<file path="src/rtl/mseq_div_pkg.sv">
// mseq_div_pkg: shared state encoding, counter sizing and default width for the sequential divider.
package mseq_div_pkg;
    localparam int DEF_WIDTH = 8;

    typedef enum logic [1:0] {ST_IDLE, ST_RUN, ST_DONE} state_t;

    function automatic int cnt_w(input int width);
        return $clog2(width + 1);
    endfunction
endpackage

</file>
<file path="src/rtl/mseq_division_borrow_subtractor.sv">
// m_borrow_subtractor: combinational ripple-borrow subtractor, oDiff = iA - iB over WIDTH+1 bits.
module m_borrow_subtractor #(
    parameter int WIDTH = 8
) (
    input  logic [WIDTH:0] iA,
    input  logic [WIDTH:0] iB,
    output logic [WIDTH:0] oDiff,
    output logic           oBorrow
);
    logic [WIDTH+1:0] w_b;

    assign w_b[0] = 1'b0;

    for (genvar g = 0; g <= WIDTH; g++) begin : g_cell
        assign oDiff[g]   = iA[g] ^ iB[g] ^ w_b[g];
        assign w_b[g + 1] = (~iA[g] & iB[g]) | (~(iA[g] ^ iB[g]) & w_b[g]);
    end

    assign oBorrow = w_b[WIDTH + 1];
endmodule

</file>
<file path="src/rtl/mseq_division.sv">
// mseq_division: restoring unsigned divider, one quotient bit per clock with start/busy/done handshake.
// Define MSEQ_DIV_ZERO_DETECT_EN to short-circuit zero divisors and report them on oDivZero.
module mseq_division
    import mseq_div_pkg::*;
#(
    parameter int WIDTH = DEF_WIDTH
) (
    input  logic             iClk,
    input  logic             iRst,
    input  logic             iStart,
    input  logic [WIDTH-1:0] iA,
    input  logic [WIDTH-1:0] iB,
    output logic             oBusy,
    output logic             oDone,
    output logic [WIDTH-1:0] oQuot,
    output logic [WIDTH-1:0] oRem,
    output logic             oDivZero
);
    localparam int CW = cnt_w(WIDTH);

    state_t           r_state, w_next;
    logic [CW-1:0]    r_cnt;
    logic [WIDTH-1:0] r_q, r_d, r_r, r_quot, r_rem;
    logic [WIDTH:0]   w_shift, w_diff;
    logic             w_borrow, w_accept, w_last, w_unused;

    assign w_accept = iStart && (r_state != ST_RUN);
    assign w_last   = (r_state == ST_RUN) && (r_cnt == CW'(1));
    assign w_shift  = {r_r, r_q[WIDTH-1]};
    // Remainder stays below the divisor, so the difference MSB is always zero when kept.
    assign w_unused = w_diff[WIDTH];

    m_borrow_subtractor #(.WIDTH(WIDTH)) u_sub (
        .iA     (w_shift),
        .iB     ({1'b0, r_d}),
        .oDiff  (w_diff),
        .oBorrow(w_borrow)
    );

    always_ff @(posedge iClk or posedge iRst) begin
        if (iRst) r_state <= ST_IDLE;
        else      r_state <= w_next;
    end

    always_comb begin
        w_next = r_state;
        if (w_accept)                 w_next = ST_RUN;
        else if (w_last)              w_next = ST_DONE;
        else if (r_state == ST_DONE)  w_next = ST_IDLE;
    end

`ifdef MSEQ_DIV_ZERO_DETECT_EN
    logic r_zero, r_div_zero;
    assign oDivZero = r_div_zero;
`else
    assign oDivZero = 1'b0;
`endif

    always_ff @(posedge iClk or posedge iRst) begin
        if (iRst) begin
            r_cnt  <= '0;
            r_q    <= '0;
            r_d    <= '0;
            r_r    <= '0;
            r_quot <= '0;
            r_rem  <= '0;
`ifdef MSEQ_DIV_ZERO_DETECT_EN
            r_zero     <= 1'b0;
            r_div_zero <= 1'b0;
`endif
        end else if (w_accept) begin
            r_q   <= iA;
            r_d   <= iB;
            r_r   <= '0;
            r_cnt <= CW'(WIDTH);
`ifdef MSEQ_DIV_ZERO_DETECT_EN
            r_zero <= (iB == '0);
            if (iB == '0) r_cnt <= CW'(1);
`endif
        end else if (r_state == ST_RUN) begin
            r_q   <= {r_q[WIDTH-2:0], ~w_borrow};
            r_r   <= w_borrow ? w_shift[WIDTH-1:0] : w_diff[WIDTH-1:0];
            r_cnt <= r_cnt - 1'b1;
            if (w_last) begin
                r_quot <= {r_q[WIDTH-2:0], ~w_borrow};
                r_rem  <= w_borrow ? w_shift[WIDTH-1:0] : w_diff[WIDTH-1:0];
`ifdef MSEQ_DIV_ZERO_DETECT_EN
                r_div_zero <= r_zero;
                if (r_zero) begin
                    r_quot <= '1;
                    r_rem  <= r_q;
                end
`endif
            end
        end
    end

    assign oBusy = (r_state == ST_RUN);
    assign oDone = (r_state == ST_DONE);
    assign oQuot = r_quot;
    assign oRem  = r_rem;
endmodule
</file>
<file path="config.mk">
export PLATFORM = sky130hd
export DESIGN_NAME = mseq_division
export DESIGN_NICKNAME = d
export VERILOG_FILES = /design/src/rtl/mseq_div_pkg.sv /design/src/rtl/mseq_division_borrow_subtractor.sv /design/src/rtl/mseq_division.sv
export SDC_FILE = /design/constraint.sdc
export NUM_CORES = 1
export LEC_CHECK = 0
export CAP_MARGIN = 20
export CORE_AREA = 2 2 83 85
export DETAILED_ROUTE_END_ITERATION = 10
export DIE_AREA = 0 0 85 87
export PLACE_DENSITY = 0.66
export REMOVE_ABC_BUFFERS = 1
export SYNTH_ARGS = -nofsm -noshare
export SYNTH_HDL_FRONTEND = slang
export SYNTH_SLANG_ARGS = --single-unit
</file>
<file path="constraint.sdc">
create_clock -name iClk -period 5.75 [get_ports iClk]
set_clock_uncertainty 0.05 [all_clocks]
set_input_delay 0.8625 -clock iClk [delete_from_list [all_inputs] [get_ports iClk]]
set_output_delay 0.8625 -clock iClk [all_outputs]
set_load 0.05 [all_outputs]
</file>
==> results of run 1 <==
## critical path: stages (launching register included)
cell,delay (ps)
sky130_fd_sc_hd__dfrtp_1,380
sky130_fd_sc_hd__inv_1,70
sky130_fd_sc_hd__ha_1,150
sky130_fd_sc_hd__inv_1,50
sky130_fd_sc_hd__fa_1,370
sky130_fd_sc_hd__fa_1,390
sky130_fd_sc_hd__fa_1,380
sky130_fd_sc_hd__fa_1,390
sky130_fd_sc_hd__fa_1,390
sky130_fd_sc_hd__fa_1,370
sky130_fd_sc_hd__inv_1,80
sky130_fd_sc_hd__fa_1,170
sky130_fd_sc_hd__nor2b_1,130
sky130_fd_sc_hd__buf_4,200
sky130_fd_sc_hd__mux2_2,370
sky130_fd_sc_hd__mux2_4,270
## flip-flops by register name (all words and copies together) (netlist names)
signal and cells:
oQuot 8, oRem 8, r_cnt 4, r_d 8, r_q 8, r_r 8
r_state 2
## stage by stage
| stage | hold slack [ps] | cell area, um^2 | utilization [%] | setup slack (ps) | instances |
|---|---|---|---|---|---|
| 6_report | 456 | 2790 | 42.5 | 1430 | 293 |
| 5_1_grt | 477 | 2790 | 42.5 | 1220 | 293 |
| 3_3_place_gp | 433 | 2650 | 40.3 | 1510 | 285 |
| 2_1_floorplan | 407 | 2180 | - | 1280 | 168 |
| 4_1_cts | 461 | 2790 | 42.5 | 1400 | 293 |
| 3_5_place_dp | 440 | 2650 | 40.3 | 1420 | 285 |
## path summary, 6_finish.rpt
kind | startpoint | cells after the start | endpoint
setup / recovery | r_q[7] | 15 | oRem[5]
hold / removal | r_r[7] | 1 | r_r[7]
setup reg to reg | r_q[7] | 15 | oRem[5]
hold reg to reg | r_r[7] | 1 | r_r[7]
max in group asynchronous | iRst | 2 | r_d[5]
min in group asynchronous | iRst | 2 | oQuot[6]
## routing by layer
| metal | part of all wire, % | up-vias | track usage [%] |
|---|---|---|---|
| li1 | - | 668 | - |
| met1 | 48 | 682 | 16.9 |
| met2 | 48 | 20 | 19.0 |
| met3 | 3.1 | 8 | 3.03 |
| met4 | 1.2 | 0 | 3.90 |
| met5 | 0 | - | 0 |
## area by class of cell
type	count	area, um^2
sequential	46	1150
clock buffer	6	82.6
tap	80	100
timing repair buffer	37	368
inverter	16	65.1
fill	600	3780
clock inverter	2	60.1
multi-input combinational	106	966
## cell families after synthesis
| kind of cell | Yosys count | synth area share (%) |
|---|---|---|
| compound gates | 23 | 6.31 |
| fa+ha+maj | 10 | 7.93 |
| buf+inv | 25 | 5.47 |
| flops | 46 | 51.4 |
| mux | 41 | 21.2 |
| other cells | 1 | 0.167 |
| simple gates | 31 | 7.54 |
## layout by cell type, fill, tap and decap left out
cell type                          n
sky130_fd_sc_hd__nor2b_1           3
sky130_fd_sc_hd__conb_1            1
sky130_fd_sc_hd__o21ai_0          11
sky130_fd_sc_hd__a211oi_1          1
sky130_fd_sc_hd__nand2b_1          1
sky130_fd_sc_hd__nor3_1            4
sky130_fd_sc_hd__buf_4             1
sky130_fd_sc_hd__nand3_1           2
sky130_fd_sc_hd__a21oi_1           2
sky130_fd_sc_hd__o211ai_1          1
sky130_fd_sc_hd__mux2_2           23
sky130_fd_sc_hd__fa_1              7
sky130_fd_sc_hd__mux2i_1          11
sky130_fd_sc_hd__ha_1              3
sky130_fd_sc_hd__nand3_4           1
sky130_fd_sc_hd__dfrtp_1          46
sky130_fd_sc_hd__o2bb2ai_1         1
sky130_fd_sc_hd__inv_2             1
sky130_fd_sc_hd__inv_1            14
sky130_fd_sc_hd__clkinv_4          1
sky130_fd_sc_hd__nand2_1           9
sky130_fd_sc_hd__mux2_4            7
sky130_fd_sc_hd__clkbuf_8          6
sky130_fd_sc_hd__clkdlybuf4s50_1  36
sky130_fd_sc_hd__o21a_1            1
sky130_fd_sc_hd__a21o_1            6
sky130_fd_sc_hd__nor2_1            3
sky130_fd_sc_hd__and3_1            7
sky130_fd_sc_hd__nand3b_1          1
sky130_fd_sc_hd__bufinv_16         2
==> flow_summary.yaml, run 1 <==
worst_setup_path:
  worstSetupPathType: "reg2reg"
  worstPathMaxFanout: 11
  rrSetupSlack_ps: 1430
  type_of_element_capturing_the_critical_path: "flop"
  arrival_worst_endpoint_ps: 4460
  start_kind: "flop"
  critPathRequiredTime_ps: 5890
sta:
  finalMaxSlewViolations: 0
  setup_total_negative_slack_ps: 0
  setup_repair_after_global_routing_missed_its_margin: "no"
  max_freq_mhz: 232
  final-hold-violation-count: 0
  min_period_ps: 4320
  max-slew-margin-rel_pct: 35.1
  max_slew.worst_pin.slew_ps: 972
  post-route-period-util_pct: 75.1
  setup_viol: 0
detailed_routing:
  drc_errors: 0
  initialDrtViolationCount: 63
  drtAntennaViolNets: 0
  first_pass_iters: 4
  wl_um: 4180
  wl_per_cell_um: 14.2
  num_vias: 1378
  drt-vias-per-instance: 4.70
hold_path:
  min-delay-path-class: "reg2reg"
logic_synthesis:
  synth-main-ff-cell: "sky130_fd_sc_hd__dfrtp_1"
  synthesis.area_um2: 2240
  syn_area_per_cell_um2: 12.7
  ys_top_cells_by_area: "sky130_fd_sc_hd__dfrtp_1 (51%), sky130_fd_sc_hd__mux2_2 (12%), sky130_fd_sc_hd__fa_1 (6.3%)"
  yosys_register_bits: 46
  synth_sequential_area_ratio_pct: 51.4
  synth.top_cell.area_share_pct: 51.4
  synth-warning-count: 0
  synthArstFlopShare_pct: 100
  yosys.cell_types.count: 29
  yosys.area.top_type: "sky130_fd_sc_hd__dfrtp_1"
  netlist_instances: 177
  synth_enable_flop_cells: 0
  yosysMostFrequentCell: "sky130_fd_sc_hd__dfrtp_1"
  ys_top_cells_by_count: "sky130_fd_sc_hd__dfrtp_1 (46), sky130_fd_sc_hd__mux2_2 (23), sky130_fd_sc_hd__inv_1 (15)"
die:
  die-height_um: 87
  ios: 38
  coreArea_um2: 6570
  start_util_pct: 34.1
  dieWidth_um: 85
  design.die.area_um2: 7400
  core.rowCount: 30
cts:
  holdBufCountCts: 0
  cts_inserted_buffers: 5
  cts_setup_buffers: 0
  clock-sinks: 46
  number_of_buffers_on_the_longest_clock_path: 2
  post_cts_resized: 0
  clock_tree_from_tritoncts: "done"
  clk_latency_ps: 300
  cts_h_tree_depth: 2
  clock-root-buffer: "sky130_fd_sc_hd__clkbuf_8"
  path_clk_slew_ps: 90
global_routing:
  congestion_overflow_gr: 0
  wire_length_of_the_first_global_routing_pass_um: 7020
  vias_in_the_first_global_route: 1411
  globalRouteTotalUtil_pct: 12.2
  grt_start_max_net_pins: 47
  number_of_antenna_violations_at_the_first_check_in_global_routing: 0
finish:
  post_route_cells_drive_above_1_share_pct: 19.7
  n_antenna_cell: 0
  fin_nets: 241
  area_growth_pct: 24.7
placement:
  detailed_place_hpwl_um: 2880
  place_congestion: 0.719
  io_buffers: 36
run_status:
  status: "finished, final reports clean"
flow_run:
  maxCapViolCount: 0
Power of run 1 is not shown: default switching activity piles up to over one toggle a cycle in this logic, so the estimate is an artifact.
==> run 2: changes to the inputs <==
Settings changed: PLACE_DENSITY 0.66 to 0.68.
Clock period 5.75 ns to 3.8 ns, I/O delays scaled along.
==> flow_summary.yaml, run 2 (synthesized netlist as in run 1, its figures left out) <==
worst_setup_path:
  timing.reg2reg.worst_path_depth: 15
  setup.worst_path.start: "r_q[7]"
  endpoint: "oRem[1]"
  type_of_element_capturing_the_critical_path: "flop"
  reg2reg_from: "r_q[7]"
  critPathRequiredTime_ps: 3940
  worstPathMaxFanout: 8
  worstSetupPathType: "reg2reg"
  start_kind: "flop"
  critical_path.reg2reg.endpoint: "oRem[1]"
  arrival_worst_endpoint_ps: 4170
  rrSetupSlack_ps: -220
placement:
  io_buffers: 36
  pre_cts_slack_ps: -488
  place_congestion: 0.764
  cell_total_after_placement: 289
  detailed_place_hpwl_um: 2970
sta:
  max-slew-margin-rel_pct: 49.6
  max_slew.worst_pin.slew_ps: 752
  setup_viol: 15
  post-route-period-util_pct: 106
  min_period_ps: 4020
  finalWorstSetupSlack_ps: -224
  finalMaxSlewViolations: 0
  worst_hold_slack_ps: 465
  max_freq_mhz: 249
  setup_repair_after_global_routing_missed_its_margin: "yes"
  final-hold-violation-count: 0
detailed_routing:
  wl_per_cell_um: 14.6
  wl_um: 4370
  drc_errors: 0
  drt-vias-per-instance: 4.73
  first_pass_iters: 4
  initialDrtViolationCount: 94
  num_vias: 1414
  drtAntennaViolNets: 0
finish:
  final_cell_mix: "sky130_fd_sc_hd__dfrtp_1 (46), sky130_fd_sc_hd__clkdlybuf4s50_1 (36), sky130_fd_sc_hd__mux2_2 (17)"
  most_common_library_cell_in_the_layout_ignoring_fill_and_taps: "sky130_fd_sc_hd__dfrtp_1"
  post_layout_nonfiller_instances: 299
  post_route_cells_drive_above_1_share_pct: 26.9
  fin_nets: 247
  n_antenna_cell: 0
  fill_cells: 610
  area_growth_pct: 29.0
die:
  core.rowCount: 30
  start_util_pct: 34.1
  dieWidth_um: 85
  die-height_um: 87
  design.die.area_um2: 7400
  ios: 38
  coreArea_um2: 6570
global_routing:
  vias_in_the_first_global_route: 1484
  grt_start_max_net_pins: 28
  congestion_overflow_gr: 0
  number_of_antenna_violations_at_the_first_check_in_global_routing: 0
  globalRouteTotalUtil_pct: 13.1
  wire_length_of_the_first_global_routing_pass_um: 7460
cts:
  cts_inserted_buffers: 5
  cts_h_tree_depth: 2
  holdBufCountCts: 0
  path_clk_slew_ps: 90
  clock_tree_from_tritoncts: "done"
  number_of_buffers_on_the_longest_clock_path: 2
  clock-root-buffer: "sky130_fd_sc_hd__clkbuf_8"
  clock-sinks: 46
  clk_latency_ps: 310
hold_path:
  min-delay-path-class: "reg2reg"
  whs_path_depth: 1
run_status:
  failing_checks: "negative setup slack"
  status: "finished with violations"
flow_run:
  maxCapViolCount: 0
## run 2: worst min-delay path by stage
stage                  start  endpoint
floorplan             r_r[7]    r_r[7]
global placement    oQuot[3]  oQuot[3]
detailed placement    r_r[7]    r_r[7]
CTS                   r_r[7]    r_r[7]
global route          r_d[6]    r_d[6]
finish                r_d[6]    r_d[6]
## run 2: area by class of cell
class                      count  area, um^2  share of cell area [%]
tap                           80         100                    3.46
sequential                    46        1150                    39.8
clock buffer                   6        72.6                    2.51
timing repair buffer          43         424                    14.7
inverter                      16        65.1                    2.25
multi-input combinational    106        1040                    35.9
clock inverter                 2        37.5                    1.30
## run 2: through the flow
step / TNS [ps] / area (um^2) / util, %
6_report: -2420 / 2890 / 44.0
5_1_grt: -4340 / 2890 / 44.0
4_1_cts: -2310 / 2870 / 43.6
3_5_place_dp: -6570 / 2680 / 40.8
3_3_place_gp: -5090 / 2680 / 40.8
2_1_floorplan: -9230 / 2180 / -
## run 2: metal layers
| metal | wire length [um] | vias up | GRT usage (%) |
|---|---|---|---|
| li1 | - | 676 | - |
| met1 | 1920 | 711 | 16.7 |
| met2 | 2210 | 21 | 21.7 |
| met3 | 157 | 6 | 3.51 |
| met4 | 70 | 0 | 4.76 |
| met5 | 0 | - | 0 |
## run 2: critical path, stage by stage (launching register included)
cell and delay [ps]:
sky130_fd_sc_hd__dfrtp_1 400, sky130_fd_sc_hd__inv_2 90, sky130_fd_sc_hd__ha_4 140, sky130_fd_sc_hd__inv_2 30, sky130_fd_sc_hd__fa_2 330, sky130_fd_sc_hd__fa_2 340, sky130_fd_sc_hd__fa_2 340, sky130_fd_sc_hd__fa_2 350
sky130_fd_sc_hd__fa_2 350, sky130_fd_sc_hd__fa_2 340, sky130_fd_sc_hd__inv_2 60, sky130_fd_sc_hd__fa_2 200, sky130_fd_sc_hd__nor2b_4 160, sky130_fd_sc_hd__buf_8 140, sky130_fd_sc_hd__mux2_4 310, sky130_fd_sc_hd__mux2_4 270
## run 2: timing repair
action | CTS | global route
pin swaps | 5 | 1
gates resized for setup | 20 | 6
setup endpoints to repair | 18 | 17
setup buffers | 2 | 1
Power of run 2 is left out for the same reason.
